`config.mk`:
```
export PLATFORM = sky130hd
export DESIGN_NAME = mem_io_unit
export DESIGN_NICKNAME = d
export VERILOG_FILES = /design/src/rtl/lc3_io_pkg.sv /design/src/rtl/mem_io_unit_mmio_regs.sv /design/src/rtl/mem_io_unit.sv
export SDC_FILE = /design/constraint.sdc
export NUM_CORES = 1
export LEC_CHECK = 0
export CAP_MARGIN = 30
export CELL_PAD_IN_SITES_DETAIL_PLACEMENT = 0
export CELL_PAD_IN_SITES_GLOBAL_PLACEMENT = 1
export CORE_ASPECT_RATIO = 0.7
export CORE_MARGIN = 5
export CORE_UTILIZATION = 34
export DETAILED_ROUTE_END_ITERATION = 8
export PLACE_DENSITY_LB_ADDON = 0.1
export SLEW_MARGIN = 20
export SYNTH_ARGS = -nofsm -noshare
export SYNTH_HDL_FRONTEND = slang
export SYNTH_SLANG_ARGS = --single-unit
export TNS_END_PERCENT = 100
```
`constraint.sdc`:
```
create_clock -name Clk -period 3.3 [get_ports Clk]
set_input_delay 0.495 -clock Clk [delete_from_list [all_inputs] [get_ports Clk]]
set_output_delay 0.495 -clock Clk [all_outputs]
set_load 0.02 [all_outputs]
```
`src/rtl/lc3_io_pkg.sv`:
```
// -----------------------------------------------------------------------------
// lc3_io_pkg
// Shared definitions for the LC-3 bus-side memory/I/O interface:
//   - memory-mapped device register addresses (KBSR, KBDR, DSR, DDR)
//   - access FSM state encoding
//   - default memory latency
//   - address decode helper for the device window
// -----------------------------------------------------------------------------
package lc3_io_pkg;

  localparam int MEM_LATENCY_DEF = 2;

  localparam logic [15:0] ADDR_KBSR = 16'hFE00;
  localparam logic [15:0] ADDR_KBDR = 16'hFE02;
  localparam logic [15:0] ADDR_DSR  = 16'hFE04;
  localparam logic [15:0] ADDR_DDR  = 16'hFE06;

  typedef enum logic [1:0] {
    IDLE,
    ACCESS,
    DONE
  } state_t;

  // Only the four device registers are decoded; the rest of xFExx is memory.
  function automatic logic is_dev_addr(input logic [15:0] addr);
    return (addr == ADDR_KBSR) || (addr == ADDR_KBDR) ||
           (addr == ADDR_DSR)  || (addr == ADDR_DDR);
  endfunction

endpackage

```
`src/rtl/mem_io_unit_mmio_regs.sv`:
```
// -----------------------------------------------------------------------------
// mmio_regs
// Keyboard and display device registers with address decode and read mux.
// Ports:
//   Clk, Reset    : system clock, asynchronous active-high reset
//   i_req         : access starts this cycle (FSM in IDLE with MIO_EN high)
//   i_addr        : access address (current MAR)
//   i_write       : access direction, 1 = write
//   i_wdata       : access write data (current MDR)
//   kbd_strobe    : new keyboard character present this cycle
//   kbd_data      : keyboard character
//   dsp_busy      : display cannot accept a character
//   o_is_dev      : i_addr hits a device register
//   o_rdata       : device read value for i_addr (0 for DDR)
//   o_dsp_valid   : one-cycle display write strobe
//   o_dsp_data    : character to display
// -----------------------------------------------------------------------------
module mmio_regs
  import lc3_io_pkg::*;
(
  input  logic        Clk,
  input  logic        Reset,
  input  logic        i_req,
  input  logic [15:0] i_addr,
  input  logic        i_write,
  input  logic [15:0] i_wdata,
  input  logic        kbd_strobe,
  input  logic [7:0]  kbd_data,
  input  logic        dsp_busy,
  output logic        o_is_dev,
  output logic [15:0] o_rdata,
  output logic        o_dsp_valid,
  output logic [7:0]  o_dsp_data
);

  logic [7:0] r_kbdr;
  logic       r_kbd_ready;
  logic       r_dsp_valid;
  logic [7:0] r_dsp_data;

  logic w_start;
  logic w_kbdr_read;
  logic w_ddr_write;

  assign o_is_dev    = is_dev_addr(i_addr);
  assign w_start     = i_req & o_is_dev;
  assign w_kbdr_read = w_start & ~i_write & (i_addr == ADDR_KBDR);
  assign w_ddr_write = w_start &  i_write & (i_addr == ADDR_DDR);

  // NOTE: every always_comb output gets a default first so no path leaves it
  // unassigned and a latch is inferred.
  always_comb begin
    o_rdata = 16'h0000;
    unique case (i_addr)
      ADDR_KBSR: o_rdata = {r_kbd_ready, 15'b0};
      ADDR_KBDR: o_rdata = {8'b0, r_kbdr};
      ADDR_DSR:  o_rdata = {~dsp_busy, 15'b0};
      default:   o_rdata = 16'h0000;
    endcase
  end

  always_ff @(posedge Clk or posedge Reset) begin
    if (Reset) begin
      r_kbdr      <= 8'h00;
      r_kbd_ready <= 1'b0;
      r_dsp_valid <= 1'b0;
      r_dsp_data  <= 8'h00;
    end else begin
      r_dsp_valid <= w_ddr_write;
      if (w_ddr_write) r_dsp_data <= i_wdata[7:0];
      // A strobe in the same cycle as a KBDR read keeps the ready flag set,
      // since the read returned the previous character.
      if (kbd_strobe) begin
        r_kbdr      <= kbd_data;
        r_kbd_ready <= 1'b1;
      end else if (w_kbdr_read) begin
        r_kbd_ready <= 1'b0;
      end
    end
  end

  assign o_dsp_valid = r_dsp_valid;
  assign o_dsp_data  = r_dsp_data;

endmodule

```
`src/rtl/mem_io_unit.sv`:
```
// -----------------------------------------------------------------------------
// mem_io_unit
// Bus-side memory and I/O interface for the LC-3 datapath. Latches BUS into
// MAR/MDR, runs memory-mapped reads/writes and signals completion on R.
// Ports:
//   Clk, Reset          : system clock, asynchronous active-high reset
//   BUS                 : datapath bus value
//   LD_MAR, LD_MDR      : load MAR / MDR at next edge
//   MIO_EN, R_W         : access request and direction (1 = write)
//   MAR, MDR            : address and data registers
//   R                   : access complete, one-cycle pulse
//   mem_addr/wdata/rdata, mem_ce, mem_we : memory port
//   kbd_strobe, kbd_data: keyboard input
//   dsp_busy, dsp_valid, dsp_data : display output
// -----------------------------------------------------------------------------
module mem_io_unit
  import lc3_io_pkg::*;
#(
  parameter int MEM_LATENCY = MEM_LATENCY_DEF
) (
  input  logic        Clk,
  input  logic        Reset,
  input  logic [15:0] BUS,
  input  logic        LD_MAR,
  input  logic        LD_MDR,
  input  logic        MIO_EN,
  input  logic        R_W,
  output logic [15:0] MAR,
  output logic [15:0] MDR,
  output logic        R,
  output logic [15:0] mem_addr,
  output logic [15:0] mem_wdata,
  input  logic [15:0] mem_rdata,
  output logic        mem_ce,
  output logic        mem_we,
  input  logic        kbd_strobe,
  input  logic [7:0]  kbd_data,
  input  logic        dsp_busy,
  output logic        dsp_valid,
  output logic [7:0]  dsp_data
);

  localparam int CNT_W = (MEM_LATENCY < 1) ? 1 : $clog2(MEM_LATENCY + 1);
  localparam logic [CNT_W-1:0] CNT_LAST = CNT_W'(MEM_LATENCY - 1);

  state_t           r_state;
  logic [CNT_W-1:0] r_cnt;
  logic [15:0]      r_mar;
  logic [15:0]      r_mdr;
  logic [15:0]      r_addr;
  logic             r_we;
  logic [15:0]      r_wdata;
  logic [15:0]      r_rdata;
  logic             r_r;
  logic             r_mem_ce;
  logic             r_mem_we;

  logic             w_req;
  logic             w_is_dev;
  logic [15:0]      w_dev_rdata;

  assign w_req = (r_state == IDLE) & MIO_EN;

  mmio_regs u_mmio_regs (
    .Clk         (Clk),
    .Reset       (Reset),
    .i_req       (w_req),
    .i_addr      (r_mar),
    .i_write     (R_W),
    .i_wdata     (r_mdr),
    .kbd_strobe  (kbd_strobe),
    .kbd_data    (kbd_data),
    .dsp_busy    (dsp_busy),
    .o_is_dev    (w_is_dev),
    .o_rdata     (w_dev_rdata),
    .o_dsp_valid (dsp_valid),
    .o_dsp_data  (dsp_data)
  );

  // NOTE: sequential state uses non-blocking assignments so every register
  // samples pre-edge values regardless of statement order.
  always_ff @(posedge Clk or posedge Reset) begin
    if (Reset) begin
      r_mar <= 16'h0000;
      r_mdr <= 16'h0000;
    end else begin
      if (LD_MAR) r_mar <= BUS;
      // Read data is handed to MDR only in the completion cycle of a read.
      if (LD_MDR && !MIO_EN)                   r_mdr <= BUS;
      else if (LD_MDR && MIO_EN && r_r && !r_we) r_mdr <= r_rdata;
    end
  end

  always_ff @(posedge Clk or posedge Reset) begin
    if (Reset) begin
      r_state  <= IDLE;
      r_cnt    <= '0;
      r_addr   <= 16'h0000;
      r_we     <= 1'b0;
      r_wdata  <= 16'h0000;
      r_rdata  <= 16'h0000;
      r_r      <= 1'b0;
      r_mem_ce <= 1'b0;
      r_mem_we <= 1'b0;
    end else begin
      unique case (r_state)
        IDLE: begin
          if (MIO_EN) begin
            r_addr  <= r_mar;
            r_we    <= R_W;
            r_wdata <= r_mdr;
            r_cnt   <= '0;
            if (w_is_dev) begin
              // Device accesses complete in one cycle; read value captured now.
              r_state <= DONE;
              r_r     <= 1'b1;
              if (!R_W) r_rdata <= w_dev_rdata;
            end else begin
              r_state  <= ACCESS;
              r_mem_ce <= 1'b1;
              r_mem_we <= R_W;
            end
          end
        end
        ACCESS: begin
          if (r_cnt == CNT_LAST) begin
            r_state  <= DONE;
            r_mem_ce <= 1'b0;
            r_mem_we <= 1'b0;
            r_r      <= 1'b1;
            if (!r_we) r_rdata <= mem_rdata;
          end else begin
            r_cnt <= r_cnt + 1'b1;
          end
        end
        DONE: begin
          r_r     <= 1'b0;
          r_state <= IDLE;
        end
        default: r_state <= IDLE;
      endcase
    end
  end

  assign MAR       = r_mar;
  assign MDR       = r_mdr;
  assign R         = r_r;
  assign mem_addr  = r_addr;
  assign mem_wdata = r_wdata;
  assign mem_ce    = r_mem_ce;
  assign mem_we    = r_mem_we;

endmodule
```
Yosys cells after proc, flatten, opt, wreduce, memory -nomap -nowiden
Cells that the tools add are included.
- bitwise gates (word level): 8
- equal/unequal tests: 14
- magnitude comparators: 0
- div/mod/pow operators: 0
- shift-type cells: 0
- reductions and logical operators: 20
- $mul: 0
- muxes and demuxes: 29
- $add $sub $neg: 1
- operators by type and width (kind ; number):
    $mux 16 ; 7
    $eq 16x16->1 const B ; 4
    $pmux 16 s3 ; 1
    $pmux 16 s2 ; 1
    $ne 2x2->1 const B ; 6
    $mux 1 ; 10
    $mux 2 ; 5
    $pmux 2 s2 ; 2
    $reduce_and 4->1 ; 2
    $and 1x1->1 ; 6
    $reduce_and 6->1 ; 1
    $reduce_bool 2->1 ; 3
    $eq 2x1->1 const B ; 2
    $logic_and 1x1->1 ; 4
    $pmux 1 s2 ; 2
    $reduce_and 2->1 ; 2
    $logic_or 1x1->1 ; 3
    $pmux 1 s3 ; 1
    $reduce_and 3->1 ; 1
    $reduce_bool 3->1 ; 1
    $add 2x1->2 const B ; 1
    $eq 2x2->1 const B ; 1
    $logic_not 1->1 ; 2
    $logic_not 2->1 ; 1
    other kinds (2) ; 3
- memories kept: 0
- bits of input ports: 48
- register bits: 106
- output and inout bits: 76
- logic and storage cells: 87
- memory bits (read-only): 0
- bits in latches: 0
- memory bits (writable): 0

Longest topological paths before layout
- word-level depth: 9
- depth in mapped cells: 8

Modules after synthesis
A second synthesis with hierarchy kept.
- cells, all modules: 313
- area, all modules: 4675.7 um^2
- modules (own cells, without submodules) (module ; cells each ; sequential area each (um^2) ; times used ; area each (um^2)):
    mem_io_unit ; 247 ; 2202.1 ; 1 ; 3783.6
    mmio_regs ; 66 ; 450.4 ; 1 ; 892.1

Worst setup path before layout
OpenSTA, ideal clock, no wires.
- path type: reg-to-reg
- from: register r_mar[5], in the netlist MAR[5]
- to: register r_rdata[0]
- stages on the path, launching flop included: 7
- data required time: 3.175 ns
- data arrival time: 1.877 ns
- buffers on the path: 2
- library setup time: 0.125 ns
- clock period less this slack: 2.002 ns
- setup slack: 1.298 ns
- path through: dfrtp_1 -> nor4_4 -> nand4_2 -> a211o_1 -> buf_6 -> buf_6 -> mux2_4
- longest elaborated chain between the ends: 6
- elaborated cells between the ends (all ways): 14
- classes of those cells: eq/ne: 5; mux: 5; reduce/logical: 4
- ends and longest elaborated chain (item ; RTL line ; text):
    from (decl) ; mem_io_unit.sv:48 ; logic [15:0] r_mar;
    from (signal assigned) ; mem_io_unit.sv:84 ; r_mar <= 16'h0000;
    from (signal assigned) ; mem_io_unit.sv:87 ; if (LD_MAR) r_mar <= BUS;
    $eq 16x16->1 (on tied branches) ; lc3_io_pkg.sv:27, mem_io_unit_mmio_regs.sv:54, lc3_io_pkg.sv:26 ;
    $pmux 16 s3 / $logic_or 1x1->1 (equally long branches) ; mem_io_unit_mmio_regs.sv:54, lc3_io_pkg.sv:26 ;
    $mux 16 / $logic_or 1x1->1 (equally long branches) ; mem_io_unit.sv:117, lc3_io_pkg.sv:26 ;
    $mux 16 / $logic_or 1x1->1 (equally long branches) ; mem_io_unit.sv:113, lc3_io_pkg.sv:27 ;
    $mux 16 / $ne 2x1->1 (equally long branches) ; -- ;
    $pmux 16 s2 / $reduce_and 6->1 (equally long branches) ; -- ;
    to (signal assigned) ; mem_io_unit.sv:117 ; if (!R_W) r_rdata <= w_dev_rdata;
    to (signal assigned) ; mem_io_unit.sv:131 ; if (!r_we) r_rdata <= mem_rdata;
    to (decl) ; mem_io_unit.sv:53 ; logic [15:0] r_rdata;
Parallel ways exist; a longest one is shown, timed or not. The select of a mux whose other input is x is not followed.
A chain may end at the register's enable or synchronous reset.

Worst setup path after layout
- from: register r_mar[5], in the netlist MAR[5]
- to: register r_rdata[15]
Same word-level chain as after synthesis.

==> impl_metrics.ini <==
[status]
status = finished, final reports clean

[finish]
drive_gt1_share_pct = 18.5
nets = 519
final_cell_mix = clkdlybuf4s50_1 (123), dfrtp_1 (106), mux2_2 (57), nand2_1 (39)
layout_commonest_cell = clkdlybuf4s50_1
diodes = 0
area_delta_synth_final_pct = 38.0
utilization_pct = 47.4

[setup_path]
r2r_end = r_rdata[15]
r2r_slack_ns = 0.93
critical_path_peak_fanout = 17
end_kind = flop
r2r_start = MAR[5]
required_ns = 3.53
worstSetupPathType = flop to flop
r2r_cells = 5
startpoint_type = flop
cp.arrival_ns = 2.60

[drt]
antenna_left = 0
drt_iter0_markers = 117
drt_pass1_iterations = 5
wl_per_cell_um = 18.4
drt_wl_total_um = 11800
via_per_inst = 4.88
num_vias = 3130
drcViolationCount = 0

[timing]
fin_skew_ns = 0.00844
timing.hold.ws_ns = 0.487
fmax_ghz = 0.422
rsz0062_at_grt = no
period_minus_slack_ns = 2.37
hold_violations = 0
slew_headroom_pct = 41.3
min_period_over_period_pct = 71.8
slew_violations = 0
fin_setup_tns_ns = 0
setup_viol = 0
tightest_slew_ns = 0.881
layout_setup_ws_ns = 0.931

[global_routing]
grt_pass1_vias = 3319
grt_pass1_wl_um = 18900
grt_overflow_total = 0
antenna_found_initial = 0
grt_usage_pct = 15.7
grt_start_max_net_pins = 58

[clock_network]
cts-root-buf = clkbuf_16
htree_num_levels = 3
cts_tree = yes
post_cts_buffers = 0
hold_buffers = 0
clock-sinks = 106
cts_resized = 0
clkTransAtPathRegs_ns = 0.07
cts-buffers-inserted = 9
cts_buffer_depth = 2
clock_latency_ns = 0.35

[synthesis]
synth_edf_count = 0
synth-seq-cells = 106
avgSynthCellArea_sq_um = 12.9
async_flop_share_pct = 100
ys_seq_area_share_pct = 59.4
yosys_warnings = 0
ys_types = 38
syn_nets = 396
netlist_instances = 347
synthesis.area_sq_um = 4470
synth-main-ff-cell = dfrtp_1

[power_and_ir_drop]
finalPower_mw = 5.13
power.density_nw_per_um2 = 832
leakage_nw = 2.76
ir_worst_vdd_mv = 0.365

[min_path]
hp-class = flop to flop
min_path_cells = 2
min_to = r_cnt[1]
worstHoldStart = r_cnt[1]

[placed_design]
post-place-ws_ns = 0.632
place_congestion = 0.753
io_buffers = 123
dpl.hpwl_um = 8580

[die]
ioPinCount = 124
die-height_um = 106
die_w_um = 147
rows = 35
die_area_sq_um = 15600
core_area_sq_um = 13000
start_util_pct = 34.4

[job]
max-cap-violations = 0
power by group:
group          internal [mW]  total (mW)  switching, mW  leakage (nW)
clock                  0.523        1.02          0.498         0.139
sequential              1.73        2.04          0.314          1.32
combinational           1.05        2.07           1.02          1.29
final cells by class:
class	count	area, sq um
Multi-Input combinational cell	208	1680
Timing Repair Buffer	131	1290
Inverter	14	55.1
Sequential cell	106	2650
Tap cell	166	208
Clock inverter	6	51.3
Fill cell	1208	6840
Clock buffer	10	229
worst max-delay path: stages (launching register included):
cell,delay (ns)
dfrtp_1,0.44
nor4_4,0.34
nand4_2,0.15
buf_4,0.22
a211o_1,0.65
mux2_1,0.44
how the worst max path moves through the flow:
stage                     cells after the start  slack [ns]   start          end
after floorplan                               1        0.02   Reset       MAR[0]
after global placement                        5        0.69  MIO_EN   r_rdata[3]
after detailed placement                      5        0.63  MIO_EN  r_rdata[15]
after CTS                                     5        0.88  MAR[5]  r_rdata[15]
after global routing                          5        0.80  MAR[5]  r_rdata[15]
final                                         5        0.93  MAR[5]  r_rdata[15]
synth_stat cells, types with 2 or more instances:
master / number / area, sq um
dfrtp_1: 106 / 2650
buf_6: 2 / 22.5
buf_2: 3 / 15.0
a21oi_1: 3 / 15.0
nand3_1: 9 / 45.0
nand2b_1: 2 / 12.5
o31ai_1: 2 / 15.0
nand2_1: 39 / 146
inv_1: 14 / 52.6
mux2_2: 57 / 642
mux2_1: 14 / 158
clkbuf_1: 13 / 48.8
o21ai_1: 3 / 15.0
nor2_1: 4 / 15.0
o21ai_0: 25 / 125
mux2_4: 3 / 45.0
mux2i_1: 24 / 240
nor2b_1: 4 / 25.0
stage by stage:
stage | cell area, sq um | cells
final | 6170 | 641
after floorplan | 4470 | 347
after detailed placement | 5890 | 625
after global routing | 6170 | 641
after global placement | 5890 | 625
after CTS | 6170 | 641
flip-flops by register name, summed over array words and instances (netlist names):
name	count
r_we	1
u_mmio_regs.r_kbdr	8
r_cnt	2
mem_wdata	16
u_mmio_regs.o_dsp_valid	1
mem_we	1
r_rdata	16
r_state	2
MAR	16
mem_addr	16
mem_ce	1
R	1
u_mmio_regs.o_dsp_data	8
u_mmio_regs.r_kbd_ready	1
MDR	16
metal layers:
metal	global-route usage, %	vias to the layer above	routed length [um]
met4	3.59	0	87
met5	0	-	0
met2	22.8	91	5060
met1	22.2	1569	5820
met3	6.01	12	807
li1	-	1458	-
cell families (layout without fill, tap and decap cells):
kind of cell	count (synthesis)	count (layout)	share of synthesized area [%]
flip-flops	106	106	59.4
multiplexers	98	98	24.3
AND/OR/NAND/NOR	68	68	7.64
AO/OA/AOI/OAI	41	41	5.26
buffers and inverters	33	161	3.19
adder cells (fa/ha/maj)	1	1	0.280
No activity file was read; power rests on OpenSTA's default activity.
